**config.mk**
```make
export PLATFORM = sky130hd
export DESIGN_NAME = fetch_unit
export DESIGN_NICKNAME = d
export VERILOG_FILES = /design/src/rtl/fetch_unit.sv
export SDC_FILE = /design/constraint.sdc
export NUM_CORES = 1
export LEC_CHECK = 0
export CAP_MARGIN = 40
export CORE_MARGIN = 5
export CORE_UTILIZATION = 39
export DETAILED_ROUTE_END_ITERATION = 10
export PLACE_DENSITY = 0.77
export SLEW_MARGIN = 20
export SYNTH_ARGS = -nofsm -noshare
export SYNTH_HDL_FRONTEND = slang
export SYNTH_SLANG_ARGS = --single-unit
```
**constraint.sdc**
```tcl
create_clock -name clk -period 1.6 [get_ports clk]
set_clock_uncertainty 0.05 [all_clocks]
set_input_delay 0.32 -clock clk [delete_from_list [all_inputs] [get_ports clk]]
set_output_delay 0.32 -clock clk [all_outputs]
set_load 0.01 [all_outputs]
```
**src/rtl/fetch_unit.sv**
```systemverilog
// Instruction fetch stage: holds the PC, fetches 8-bit words from ROM over req/ack
// and presents opcode/immediate to decode. Optional halt on opcode F via FETCH_HALT_EN.
module fetch_unit #(
  parameter int PC_WIDTH = 4
) (
  input  logic                clk,
  input  logic                rst_n,
  output logic [PC_WIDTH-1:0] rom_addr,
  output logic                rom_req,
  input  logic                rom_ack,
  input  logic [7:0]          rom_data,
  input  logic                stall,
  input  logic                jump_en,
  input  logic [PC_WIDTH-1:0] jump_addr,
  output logic [3:0]          op_out,
  output logic [3:0]          imm_out,
  output logic                insn_valid,
  output logic [PC_WIDTH-1:0] pc_out,
  output logic                halted
);

  typedef enum logic [1:0] {
    S_IDLE,
    S_FETCH,
`ifdef FETCH_HALT_EN
    S_ISSUE,
    S_HALT
`else
    S_ISSUE
`endif
  } state_t;

  state_t              state_reg;
  logic [PC_WIDTH-1:0] pc_reg;
  logic [7:0]          ir_reg;
  logic                rom_req_reg;
  logic                insn_valid_reg;
`ifdef FETCH_HALT_EN
  logic                halted_reg;
`endif

  // Handshake flags are registered alongside the state so outputs never see inputs.
  always_ff @(posedge clk or negedge rst_n) begin
    if (!rst_n) begin
      state_reg      <= S_IDLE;
      pc_reg         <= '0;
      ir_reg         <= 8'h00;
      rom_req_reg    <= 1'b0;
      insn_valid_reg <= 1'b0;
`ifdef FETCH_HALT_EN
      halted_reg     <= 1'b0;
`endif
    end else begin
      case (state_reg)
        S_IDLE: begin
          state_reg   <= S_FETCH;
          rom_req_reg <= 1'b1;
        end
        S_FETCH: begin
          if (rom_ack) begin
            ir_reg         <= rom_data;
            state_reg      <= S_ISSUE;
            rom_req_reg    <= 1'b0;
            insn_valid_reg <= 1'b1;
          end
        end
        S_ISSUE: begin
          if (!stall) begin
            insn_valid_reg <= 1'b0;
`ifdef FETCH_HALT_EN
            if (ir_reg[7:4] == 4'hF) begin
              state_reg  <= S_HALT;
              halted_reg <= 1'b1;
            end else begin
              pc_reg      <= jump_en ? jump_addr : pc_reg + PC_WIDTH'(1);
              state_reg   <= S_FETCH;
              rom_req_reg <= 1'b1;
            end
`else
            pc_reg      <= jump_en ? jump_addr : pc_reg + PC_WIDTH'(1);
            state_reg   <= S_FETCH;
            rom_req_reg <= 1'b1;
`endif
          end
        end
`ifdef FETCH_HALT_EN
        S_HALT: begin
          state_reg <= S_HALT;
        end
`endif
        default: begin
          state_reg <= S_IDLE;
        end
      endcase
    end
  end

  assign rom_addr   = pc_reg;
  assign pc_out     = pc_reg;
  assign rom_req    = rom_req_reg;
  assign insn_valid = insn_valid_reg;
  assign op_out     = ir_reg[7:4];
  assign imm_out    = ir_reg[3:0];
`ifdef FETCH_HALT_EN
  assign halted     = halted_reg;
`else
  assign halted     = 1'b0;
`endif

endmodule

```
# Word level (Yosys, flattened, before mapping)
# Cells that the tools add are included.
[op_classes] bitwise_logic=1 eq_ne=4 reduce_logical=8 addsub=1 n_mux=10
[ops] cell="one-hot mux 2 bit (3 select lines)" count=1
[ops] cell="AND reduction 2 bit" count=3
[ops] cell="AND reduction 3 bit" count=2
[ops] cell="adder 4 x 1 -> 4 bit (second input constant)" count=1
[ops] cell="two-way mux 1 bit" count=4
[ops] cell="two-way mux 2 bit" count=2
[ops] cell="two-way mux 4 bit" count=1
[ops] cell="!= test 2 bit (second input constant)" count=2
[ops] cell="one-hot mux 1 bit (3 select lines)" count=1
[ops] cell="nonzero test 3 bit" count=1
[ops] cell="equality test 2 x 1 -> 1 bit (second input constant)" count=1
[ops] cell="equality test 2 bit (second input constant)" count=1
[ops] cell="logical NOT 2 bit" count=1
[ops] cell="one-hot mux 1 bit (2 select lines)" count=1
[ops] cell="nonzero test 2 bit" count=1
[ops] cell="inverter 1 bit" count=1
[word_totals] out_inout_bits=19 reg_bits=16 wordCells=29 input_bits=17

# Logic depth before layout (Yosys ltp)
# Gate-level depths: netlist of the first run.
[logic_depth] depth_word=3 mapped_depth=4 ltp_nobuf=4

# Worst setup path before layout of the first run
# Ideal clock, no wire load.
[synth_timing] path_kind="register -> register" from="reg state_reg[0]" to="reg pc_reg[2] (netlist: pc_out[2])" setup_ns=0.123 slack_ns=0.326 path_buffers=0 arrival_ns=1.101 period_less_slack_ns=1.274 t_required_ns=1.427 stages_incl_launch_ff=4 path_cell_list="dfrtp_1 -> nor3b_4 -> a21oi_1 -> o221a_1"
[synth_via] elab_chain_cells=2
[synth_lines] item="start, declared" line="33" text="state_t state_reg;"
[synth_lines] item="start signal, assigned" line="45" text="state_reg <= S_IDLE;"
[synth_lines] item="start signal, assigned" line="56" text="state_reg <= S_FETCH;"
[synth_lines] item="start signal, assigned" line="62" text="state_reg <= S_ISSUE;"
[synth_lines] item="equality test 2 bit" line="54" text="case (state_reg)"
[synth_lines] item="AND reduction 2 bit (no line)"
[synth_lines] item="end signal, assigned" line="80" text="pc_reg <= jump_en ? jump_addr : pc_reg + PC_WIDTH'(1);"
[synth_lines] item="end, declared" line="34" text="logic [PC_WIDTH-1:0] pc_reg;"
# Every way passes these cells.
# A chain may end at the register's enable or synchronous reset.

# Final worst setup path of the first run
[layout_timing] from="reg pc_reg[2] (netlist: pc_out[2])" to="out pc_out[2]"
[layout_lines] item="end, declared" line="18" text="output logic [PC_WIDTH-1:0] pc_out,"
# No word-level cell between the ends.

==> key figures, run 1 <==
Setup path
  • Worst EP required: 1.23 ns
  • CP Depth: 1
  • R2R Path Start: pc_out[0]
  • Critical Path AT: 0.98 ns
  • Worst Reg-to-Reg Cells: 5
  • CP Class: register to output pin
  • Worst Path Buf+Inv: 1
  • Slowest cell delay on critical path: 0.41 ns
  • CP endpoint kind: output pin
  • Setup crit start kind: register
  • CP delay by family, top: flip-flops
  • CP cell instances: dlygate4sd2_1
  • Worst R2R End: pc_out[2]
  • Crit path max fanout: 4
  • CP max stage cell: dfrtp_1
  • Reg2reg setup slack: 0.29 ns

Hold path
  • Hold Crit Class: input pin to asynchronous set/reset pin

Route
  • WL per Instance: 13.8 um
  • Initial DRT Pass Iterations: 4
  • Residual DRC: 0
  • Post-DRT Antenna Nets: 0
  • Initial DRC count: 5
  • Avg Vias per Cell: 4.66
  • DR vias: 610
  • Final Routed Wirelength: 1810 um

Final layout
  • Filler cells: 138
  • Nets@finish: 125
  • N_diodes: 0
  • Max FFs per register: 8
  • Layout area overhead: 63.0%
  • Share of cells above drive strength 1: 21.7%

Die
  • Die area: 0.00289 mm^2
  • Die height: 53.8 um
  • Core Region: 0.00178 mm^2
  • I/O pin cnt: 36
  • Site Rows: 15
  • Chip width: 53.8 um
  • Initial Util: 41.9%

Power
  • Power share of the clock group: 13.4%
  • Seq pwr share: 36.7%
  • Combinational share of power: 49.9%
  • Net Sw Frac: 33.0%
  • Maximum vdd ir drop: 0.833 mV
  • Leak: 0.676 nW
  • Pwr Total: 0.00198 W
  • Switching Power: 0.000654 W
  • Pwr/cell area: 1630 mW/mm^2
  • Pint: 0.00133 W

Timing
  • Final worst path period need: 1.35 ns
  • Fmax achieved: 741 MHz
  • Slew Viols, Final: 0
  • Hold_ws: 0.307 ns
  • Setup ws final: 0.250 ns
  • Final setup violation count: 0
  • Hold Fails Final Rpt: 0
  • RSZ-0062 raised after global routing: no
  • Final Cycle Share: 84.4%
  • Setup TNS: 0 ns

Synthesis
  • Seq cells post-synth: 16
  • Syn_nets: 83
  • Simple-Gate Fraction of Synth Area: 12.6%
  • Syn Inst Count: 65
  • Largest family of logic cells by synthesized area: multiplexers
  • Cell area after synthesis: 747 um^2
  • Synth Area in Adders: 1.68%
  • Synth Area in XOR/XNOR: 0%
  • Warnings, synthesis: 0
  • Seq/Total Area, Yosys: 53.6%
  • Multiplexer area fraction after synthesis: 14.7%
  • Synth Area in Compound Gates: 9.21%
  • Synth cell types: 22
  • Syn_area_per_cell: 11.5 um^2

Global route
  • Largest net degree at the start of global routing: 17
  • First-pass GRT wire length: 2860 um
  • Via count of the first global-routing pass: 644
  • Grt ovf: 0
  • Gr usage total: 14.1%
  • Initial antenna violation count: 0

Clock network
  • CTS max path bufs: 2
  • Htree depth: 1
  • TritonCTS Sinks: 16
  • CTS tree: built
  • Clock-pin transition on the worst setup and hold timing paths: 0.09 ns
  • Root Driver: clkbuf_4
  • Post-CTS Hold Buffers: 0
  • Clock Latency Late Sink: 0.28 ns
  • CTS Buf Count: 3

Place
  • GPL Wtd Cong: 0.678
  • DP HPWL: 1260 um
  • DP Worst Slack: 0.0155 ns
  • # port buffers: 34

Status
  • Status: finished, final reports clean

Run
  • Max_cap viols: 0
[how the worst max path moves through the flow]
stage	slack, ns	start	end
4_1_cts	0.006	pc_out[3]	pc_out[3]
2_1_floorplan	0.33	state_reg[0]	pc_out[2]
5_1_grt	0.19	pc_out[2]	pc_out[2]
3_5_place_dp	0.02	rom_ack	ir_reg[4]
3_3_place_gp	0.04	rom_ack	ir_reg[3]
6_report	0.25	pc_out[2]	pc_out[2]
[cell type report]
class / count / area, um^2 / share of cell area (%)
inverter: 3 / 11.3 / 0.925
clock buffer: 4 / 36.3 / 2.98
timing repair buffer: 44 / 449 / 36.9
sequential: 16 / 400 / 32.9
multi-input combinational: 39 / 289 / 23.7
tap: 25 / 31.3 / 2.57
[worst register-to-register path, stage by stage (launching register included)]
cell	delay (ns)
dfrtp_1	0.40
buf_4	0.15
ha_1	0.20
and2_1	0.14
a21oi_1	0.14
o221a_1	0.18
[cells by family after synthesis]
family / after synthesis
other cells: 1
simple gates: 16
buf+inv: 10
fa+ha+maj: 1
mux: 10
flops: 16
compound gates: 11
[timing repair]
action,in CTS,in global routing
setup endpoints to repair,8,15
gates resized for setup,3,15
buffers inserted,4,1
[synth_stat cells]
master,instances,area [um^2]
o221a_1,1,11.3
dfrtp_1,16,400
and2_1,1,6.26
o2bb2ai_1,1,8.76
clkbuf_1,1,3.75
nor2_1,5,18.8
nand2_1,3,11.3
o22ai_1,1,6.26
mux2i_1,2,20.0
buf_4,5,37.5
nand3_1,2,10.0
a21oi_1,5,25.0
inv_1,3,11.3
nand2b_1,1,6.26
buf_2,1,5.00
nand3b_1,3,22.5
conb_1,1,3.75
ha_1,1,12.5
o21ai_0,2,10.0
mux2_2,8,90.1
o21a_1,1,7.51
nor3b_4,1,18.8
[through the flow]
| stage | instances | util, % | cell area, um^2 |
|---|---|---|---|
| floorplan | 65 | - | 747 |
| global placement | 122 | 62.2 | 1110 |
| detailed placement | 122 | 62.2 | 1110 |
| CTS | 130 | 65.8 | 1170 |
| global route | 131 | 68.3 | 1220 |
| finish | 131 | 68.3 | 1220 |
[routing by layer]
| metal | wire (um) | GRT usage (%) | part of all wire [%] | vias up |
|---|---|---|---|---|
| met5 | 0 | 0 | 0 | - |
| met4 | 21 | 10.2 | 1.2 | 0 |
| met3 | 155 | 3.60 | 8.6 | 2 |
| met2 | 925 | 22.2 | 51 | 20 |
| met1 | 704 | 16.4 | 39 | 289 |
| li1 | - | - | - | 299 |
[cell usage in the layout (no fill, tap or decap), types with 2 or more instances in the layout]
cell type	synthesis	final
clkdlybuf4s50_1	0	16
dfrtp_1	16	16
dlymetal6s2s_1	0	15
buf_4	5	10
mux2_2	8	8
a21oi_1	5	5
nor2_1	5	5
nand3b_1	3	3
inv_1	3	3
nand2_1	3	3
clkbuf_4	0	3
dlygate4sd2_1	0	3
mux2i_1	2	2
o21ai_0	2	2
nand3_1	2	2
[power by group through the flow]
stage	clock (W)	combinational (W)	sequential [W]
after floorplan	0	0.000397	0.000821
after detailed placement	0	0.000958	0.000762
after global routing	0.000303	0.00107	0.000758
after CTS	0.000281	0.00102	0.000732
final	0.000266	0.000989	0.000728
after global placement	0	0.000945	0.000752
No activity file was read; power rests on OpenSTA's default activity.
==> inputs of run 2 (changes only) <==
==> constraint.sdc (replaced) <==
create_clock -name clk -period 1.3 [get_ports clk]
set_clock_uncertainty 0.05 [all_clocks]
set_input_delay 0.26 -clock clk [delete_from_list [all_inputs] [get_ports clk]]
set_output_delay 0.26 -clock clk [all_outputs]
set_load 0.01 [all_outputs]
==> run 2 against run 1 <==
The flow now finishes with violations (setup timing); critical path depth rose by 5; register-to-register slack got worse by 0.30 ns; global-route usage increased by 1.7 points; non-clock buffer count grew 6; sequential cell count stayed put; via count up 6.9%; routed wire length up 4.2%; power up 30%; combinational power rose by 39%; utilization grew 1.1 points; largest cell class unchanged.
==> key figures, run 2 (synthesized netlist as in run 1, its figures left out) <==
Route
  • Initial DRT Pass Iterations: 4
  • Avg Vias per Cell: 4.76
  • Residual DRC: 0
  • WL per Instance: 13.7 um
  • Initial DRC count: 3
  • Post-DRT Antenna Nets: 0
  • Final Routed Wirelength: 1880 um
  • DR vias: 652

Setup path
  • Most used cell, CP: buf_6
  • Worst EP required: 1.49 ns
  • CP max stage cell: dfrtp_1
  • Crit path max fanout: 2
  • Critical Path AT: 1.50 ns
  • CP endpoint kind: register
  • Setup crit start kind: register
  • CP cell instances: buf_6, buf_6, ha_4, and2_4, a21oi_2, o221a_1
  • CP Depth: 6
  • Worst Path Buf+Inv: 2
  • Slowest cell delay on critical path: 0.40 ns
  • CP delay by family, top: flip-flops
  • CP Class: register to register
  • Worst Reg-to-Reg Cells: 6

Die
  • Initial Util: 41.9%
  • Die area: 0.00289 mm^2
  • Chip width: 53.8 um
  • Core Region: 0.00178 mm^2
  • I/O pin cnt: 36
  • Die height: 53.8 um
  • Site Rows: 15

Global route
  • Via count of the first global-routing pass: 702
  • Initial antenna violation count: 0
  • Grt ovf: 0
  • First-pass GRT wire length: 3160 um
  • Largest net degree at the start of global routing: 17
  • Gr usage total: 15.7%

Power
  • Net Sw Frac: 33.8%
  • Pwr/cell area: 2090 mW/mm^2
  • Maximum vdd ir drop: 1.02 mV
  • Power share of the clock group: 13.3%
  • Switching Power: 0.000873 W
  • Leak: 0.564 nW
  • Pwr Total: 0.00258 W
  • Combinational share of power: 53.1%
  • Pint: 0.00171 W
  • Seq pwr share: 33.6%

Place
  • DP Worst Slack: -0.207 ns
  • # placed instances: 128
  • DP HPWL: 1370 um
  • # port buffers: 34
  • GPL Wtd Cong: 0.671

Final layout
  • Share of cells above drive strength 1: 31.3%
  • N_diodes: 0
  • Layout area overhead: 65.5%
  • Nets@finish: 131
  • Non-Filler Instances: 137
  • Filler cells: 139
  • Max FFs per register: 8
  • Most frequent cells in the layout: clkdlybuf4s50_1 (16), dfrtp_1 (16), buf_4 (14)

Timing
  • Hold Fails Final Rpt: 0
  • Final worst path period need: 1.31 ns
  • Setup ws final: -0.00967 ns
  • Final setup violation count: 1
  • Slew Viols, Final: 0
  • RSZ-0062 raised after global routing: yes
  • Final Cycle Share: 101%
  • Fmax achieved: 764 MHz

Clock network
  • Clock Latency Late Sink: 0.30 ns
  • Root Driver: clkbuf_4
  • Post-CTS Hold Buffers: 0
  • TritonCTS Sinks: 16
  • CTS Buf Count: 3
  • Clock-pin transition on the worst setup and hold timing paths: 0.10 ns
  • CTS max path bufs: 2
  • Htree depth: 1
  • CTS tree: built

Status
  • Failing checks: setup timing
  • Status: finished with violations

Hold path
  • Hold Crit Class: input pin to asynchronous set/reset pin

Run
  • Max_cap viols: 0
-- run 2: cell types whose count changed in the layout (fill, tap and decap cells not counted), sizes merged --
cell / delta
dlymetal6s2s: -15
clkbuf: +2
buf: +7
clkdlybuf4s15: +12
-- run 2: final cells by class --
type | instances | area [um^2] | share of cell area [%]
clock buffers | 4 | 36.3 | 2.94
inverters | 3 | 11.3 | 0.911
multi-input cells | 39 | 308 | 24.9
flip-flops and latches | 16 | 400 | 32.4
well taps | 25 | 31.3 | 2.53
repair buffers | 50 | 449 | 36.3
-- run 2: routing by layer --
metal  global-route usage [%]  part of all wire (%)  up-vias
met2                     27.0                    50       23
met1                     17.2                    38      311
met3                     4.43                   8.9        5
li1                         -                     -      313
met4                     8.94                   2.6        0
met5                        0                     0        -
-- run 2: metrics by stage --
step | cell area (um^2) | setup TNS (ns) | utilization [%] | hold slack [ns]
global route | 1240 | -0.116 | 69.3 | 0.254
detailed placement | 1150 | -2.33 | 64.8 | 0.442
floorplan | 747 | 0 | - | -0.0856
finish | 1240 | -0.00967 | 69.3 | 0.215
CTS | 1220 | -0.0148 | 68.4 | 0.214
global placement | 1150 | -2.14 | 64.8 | 0.437
-- run 2: what timing repair did --
action,4_1_cts,5_1_grt
buffers inserted,3,2
pin swaps,2,0
resized for setup,32,11
endpoints found under the hold margin,0,0
setup endpoints to repair,18,15
-- run 2: final timing paths --
kind | to | startpoint | slack, ns
max | pc_out[2] | pc_out[0] | -0.01
min | ir_reg[5] | rst_n | 0.21
max reg2reg | pc_out[2] | pc_out[0] | -0.01
min reg2reg | ir_reg[7] | ir_reg[7] | 0.46
max in group asynchronous | ir_reg[3] | rst_n | 0.80
min in group clk | ir_reg[7] | ir_reg[7] | 0.46
-- run 2: worst register-to-register path, cell delays in order (launching register included) --
cell and delay, ns:
dfrtp_1 0.40, buf_6 0.12, buf_6 0.11, ha_4 0.15, and2_4 0.13, a21oi_2 0.11
o221a_1 0.18
-- run 2: power by group through the flow --
stage	Clock [W]	Combinational, W	Sequential, W
3_5_place_dp	0	0.00133	0.000894
5_1_grt	0.000373	0.00150	0.000903
3_3_place_gp	0	0.00130	0.000885
6_report	0.000344	0.00137	0.000866
2_1_floorplan	0	0.000488	0.00101
4_1_cts	0.000358	0.00132	0.000865
==> inputs of run 3 (changes only) <==
--- a/config.mk
+++ b/config.mk
@@ -10,6 +10,7 @@
 export CORE_UTILIZATION = 39
 export DETAILED_ROUTE_END_ITERATION = 10
 export PLACE_DENSITY = 0.77
+export SKIP_LAST_GASP = 1
 export SLEW_MARGIN = 20
 export SYNTH_ARGS = -nofsm -noshare
 export SYNTH_HDL_FRONTEND = slang
==> run 3 against run 2 <==
Sequential share of layout area decreased by 0.20 points; sequential power about the same; critical path depth is the same; global-route usage decreased by 0.41 points; first-iteration DRC count grew 33%; clock-buffer cell count is the same; the flow still finishes with violations (setup timing); routed wire length increased by 0.32%; clock power is essentially flat; worst hold slack improved by 0.0010 ns; fmax shrank 2.3%; critical path type unchanged; combinational power up 4%.
==> key figures, run 3 (synthesized netlist as in run 1, its figures left out) <==
Status
  • Status: finished with violations
  • Failing checks: setup timing

Die
  • Initial Util: 41.9%
  • Site Rows: 15
  • Die area: 0.00289 mm^2
  • Die height: 53.8 um
  • Chip width: 53.8 um
  • Core Region: 0.00178 mm^2
  • I/O pin cnt: 36

Global route
  • Met1 Use GR: 16.5%
  • Initial antenna violation count: 0
  • GR met3 Demand/Resource: 4.43%
  • First-pass GRT wire length: 3090 um
  • Busiest grt layer: met2
  • Via count of the first global-routing pass: 700
  • Largest net degree at the start of global routing: 17
  • Grt ovf: 0
  • Gr usage total: 15.3%
  • Grt met2 use: 26.4%

Final layout
  • Share of cells above drive strength 1: 32.1%
  • N_diodes: 0
  • Nets@finish: 131
  • Most frequent cells in the layout: clkdlybuf4s50_1 (16), dfrtp_1 (16), buf_4 (14)
  • Multi-input logic area: 315 um^2
  • Layout area overhead: 66.5%
  • Max FFs per register: 8
  • Register area: 400 um^2
  • Final Util: 69.8%
  • Filler cells: 139
  • Final Cell Area: 0.00124 mm^2

Setup path
  • CP Class: register to register
  • Slowest cell delay on critical path: 0.41 ns
  • Worst Path Buf+Inv: 2
  • Crit path max fanout: 2
  • Critical Path AT: 1.53 ns
  • Setup crit start kind: register
  • CP cell instances: buf_6, buf_6, ha_4, and2_4, a21oi_2, o221a_1
  • CP endpoint kind: register
  • CP max stage cell: dfrtp_1
  • CP delay by family, top: flip-flops
  • Worst EP required: 1.49 ns
  • Most used cell, CP: buf_6

Timing
  • Hold Fails Final Rpt: 0
  • Fmax achieved: 746 MHz
  • RSZ-0062 raised after global routing: yes
  • Setup ws final: -0.0411 ns
  • Final setup violation count: 2
  • Final worst path period need: 1.34 ns
  • Slew Viols, Final: 0
  • Final Cycle Share: 103%

Clock network
  • Clock-pin transition on the worst setup and hold timing paths: 0.10 ns
  • Htree depth: 1
  • CTS max path bufs: 2
  • TritonCTS Sinks: 16
  • CTS tree: built
  • Root Driver: clkbuf_4
  • CTS Buf Count: 3
  • Clock Latency Late Sink: 0.29 ns

Power
  • Leak: 0.566 nW
  • Pwr/cell area: 2110 mW/mm^2
  • Maximum vdd ir drop: 1.11 mV

Route
  • WL per Instance: 13.8 um
  • Initial DRC count: 4
  • Final Routed Wirelength: 1890 um
  • Initial DRT Pass Iterations: 4
  • Residual DRC: 0
  • DR vias: 654
  • Post-DRT Antenna Nets: 0
  • Avg Vias per Cell: 4.77

Place
  • GPL Wtd Cong: 0.671
  • # port buffers: 34
  • DP HPWL: 1370 um
  • DP Area: 0.00115 mm^2

Run
  • Max_cap viols: 0

Hold path
  • Hold Crit Class: input pin to asynchronous set/reset pin
-- run 3: cell count changes in the layout (fill, tap and decap cells not counted) --
| cell | change |
|---|---|
| nor2_1 | -1 |
| nor2_4 | +1 |
-- run 3: stage by stage --
stage               worst slack, ns  TNS [ns]  hold slack [ns]  total power (W)  cells
finish                      -0.0411   -0.0444            0.216          0.00263    137
global route                -0.0933    -0.139            0.254          0.00283    137
CTS                          -0.141    -0.154            0.214          0.00246    135
detailed placement           -0.207     -2.33            0.442          0.00222    128
global placement             -0.183     -2.14            0.437          0.00218    128
floorplan                    0.0265         0          -0.0856          0.00150     65
-- run 3: final cells by class --
type                    count  area share, %
repair buffers             50           36.1
flip-flops and latches     16           32.2
multi-input cells          39           25.4
clock buffers               4           2.92
well taps                  25           2.52
inverters                   3          0.905
-- run 3: report_power, final --
| part | total [W] | switching, W | leakage (nW) | internal [W] |
|---|---|---|---|---|
| sequential | 0.000868 | 0.000138 | 0.189 | 0.000730 |
| combinational | 0.00142 | 0.000588 | 0.356 | 0.000832 |
| clock | 0.000341 | 0.000171 | 0.0210 | 0.000171 |
| total | 0.00263 | 0.000896 | 0.566 | 0.00173 |
-- run 3: worst paths after layout --
kind | start | end | slack (ns) | cells after the start
setup reg to reg | pc_out[0] | pc_out[2] | -0.04 | 6
hold reg to reg | ir_reg[7] | ir_reg[7] | 0.46 | 1
hold / removal | rst_n | ir_reg[5] | 0.22 | 2
setup / recovery | pc_out[0] | pc_out[2] | -0.04 | 6
max in group asynchronous | rst_n | ir_reg[3] | 0.80 | 2
min in group clk | ir_reg[7] | ir_reg[7] | 0.46 | 1
-- run 3: per-layer routing --
layer	share of wire (%)	vias to the layer above
met5	0	-
met4	2.6	0
met3	8.9	5
met2	50	25
met1	38	312
li1	-	312
-- run 3: timing repair --
action,in CTS,in global routing
pin swaps,0,2
setup endpoints to repair,18,20
resized for setup,24,21
setup buffers,3,2
hold buffers,0,0
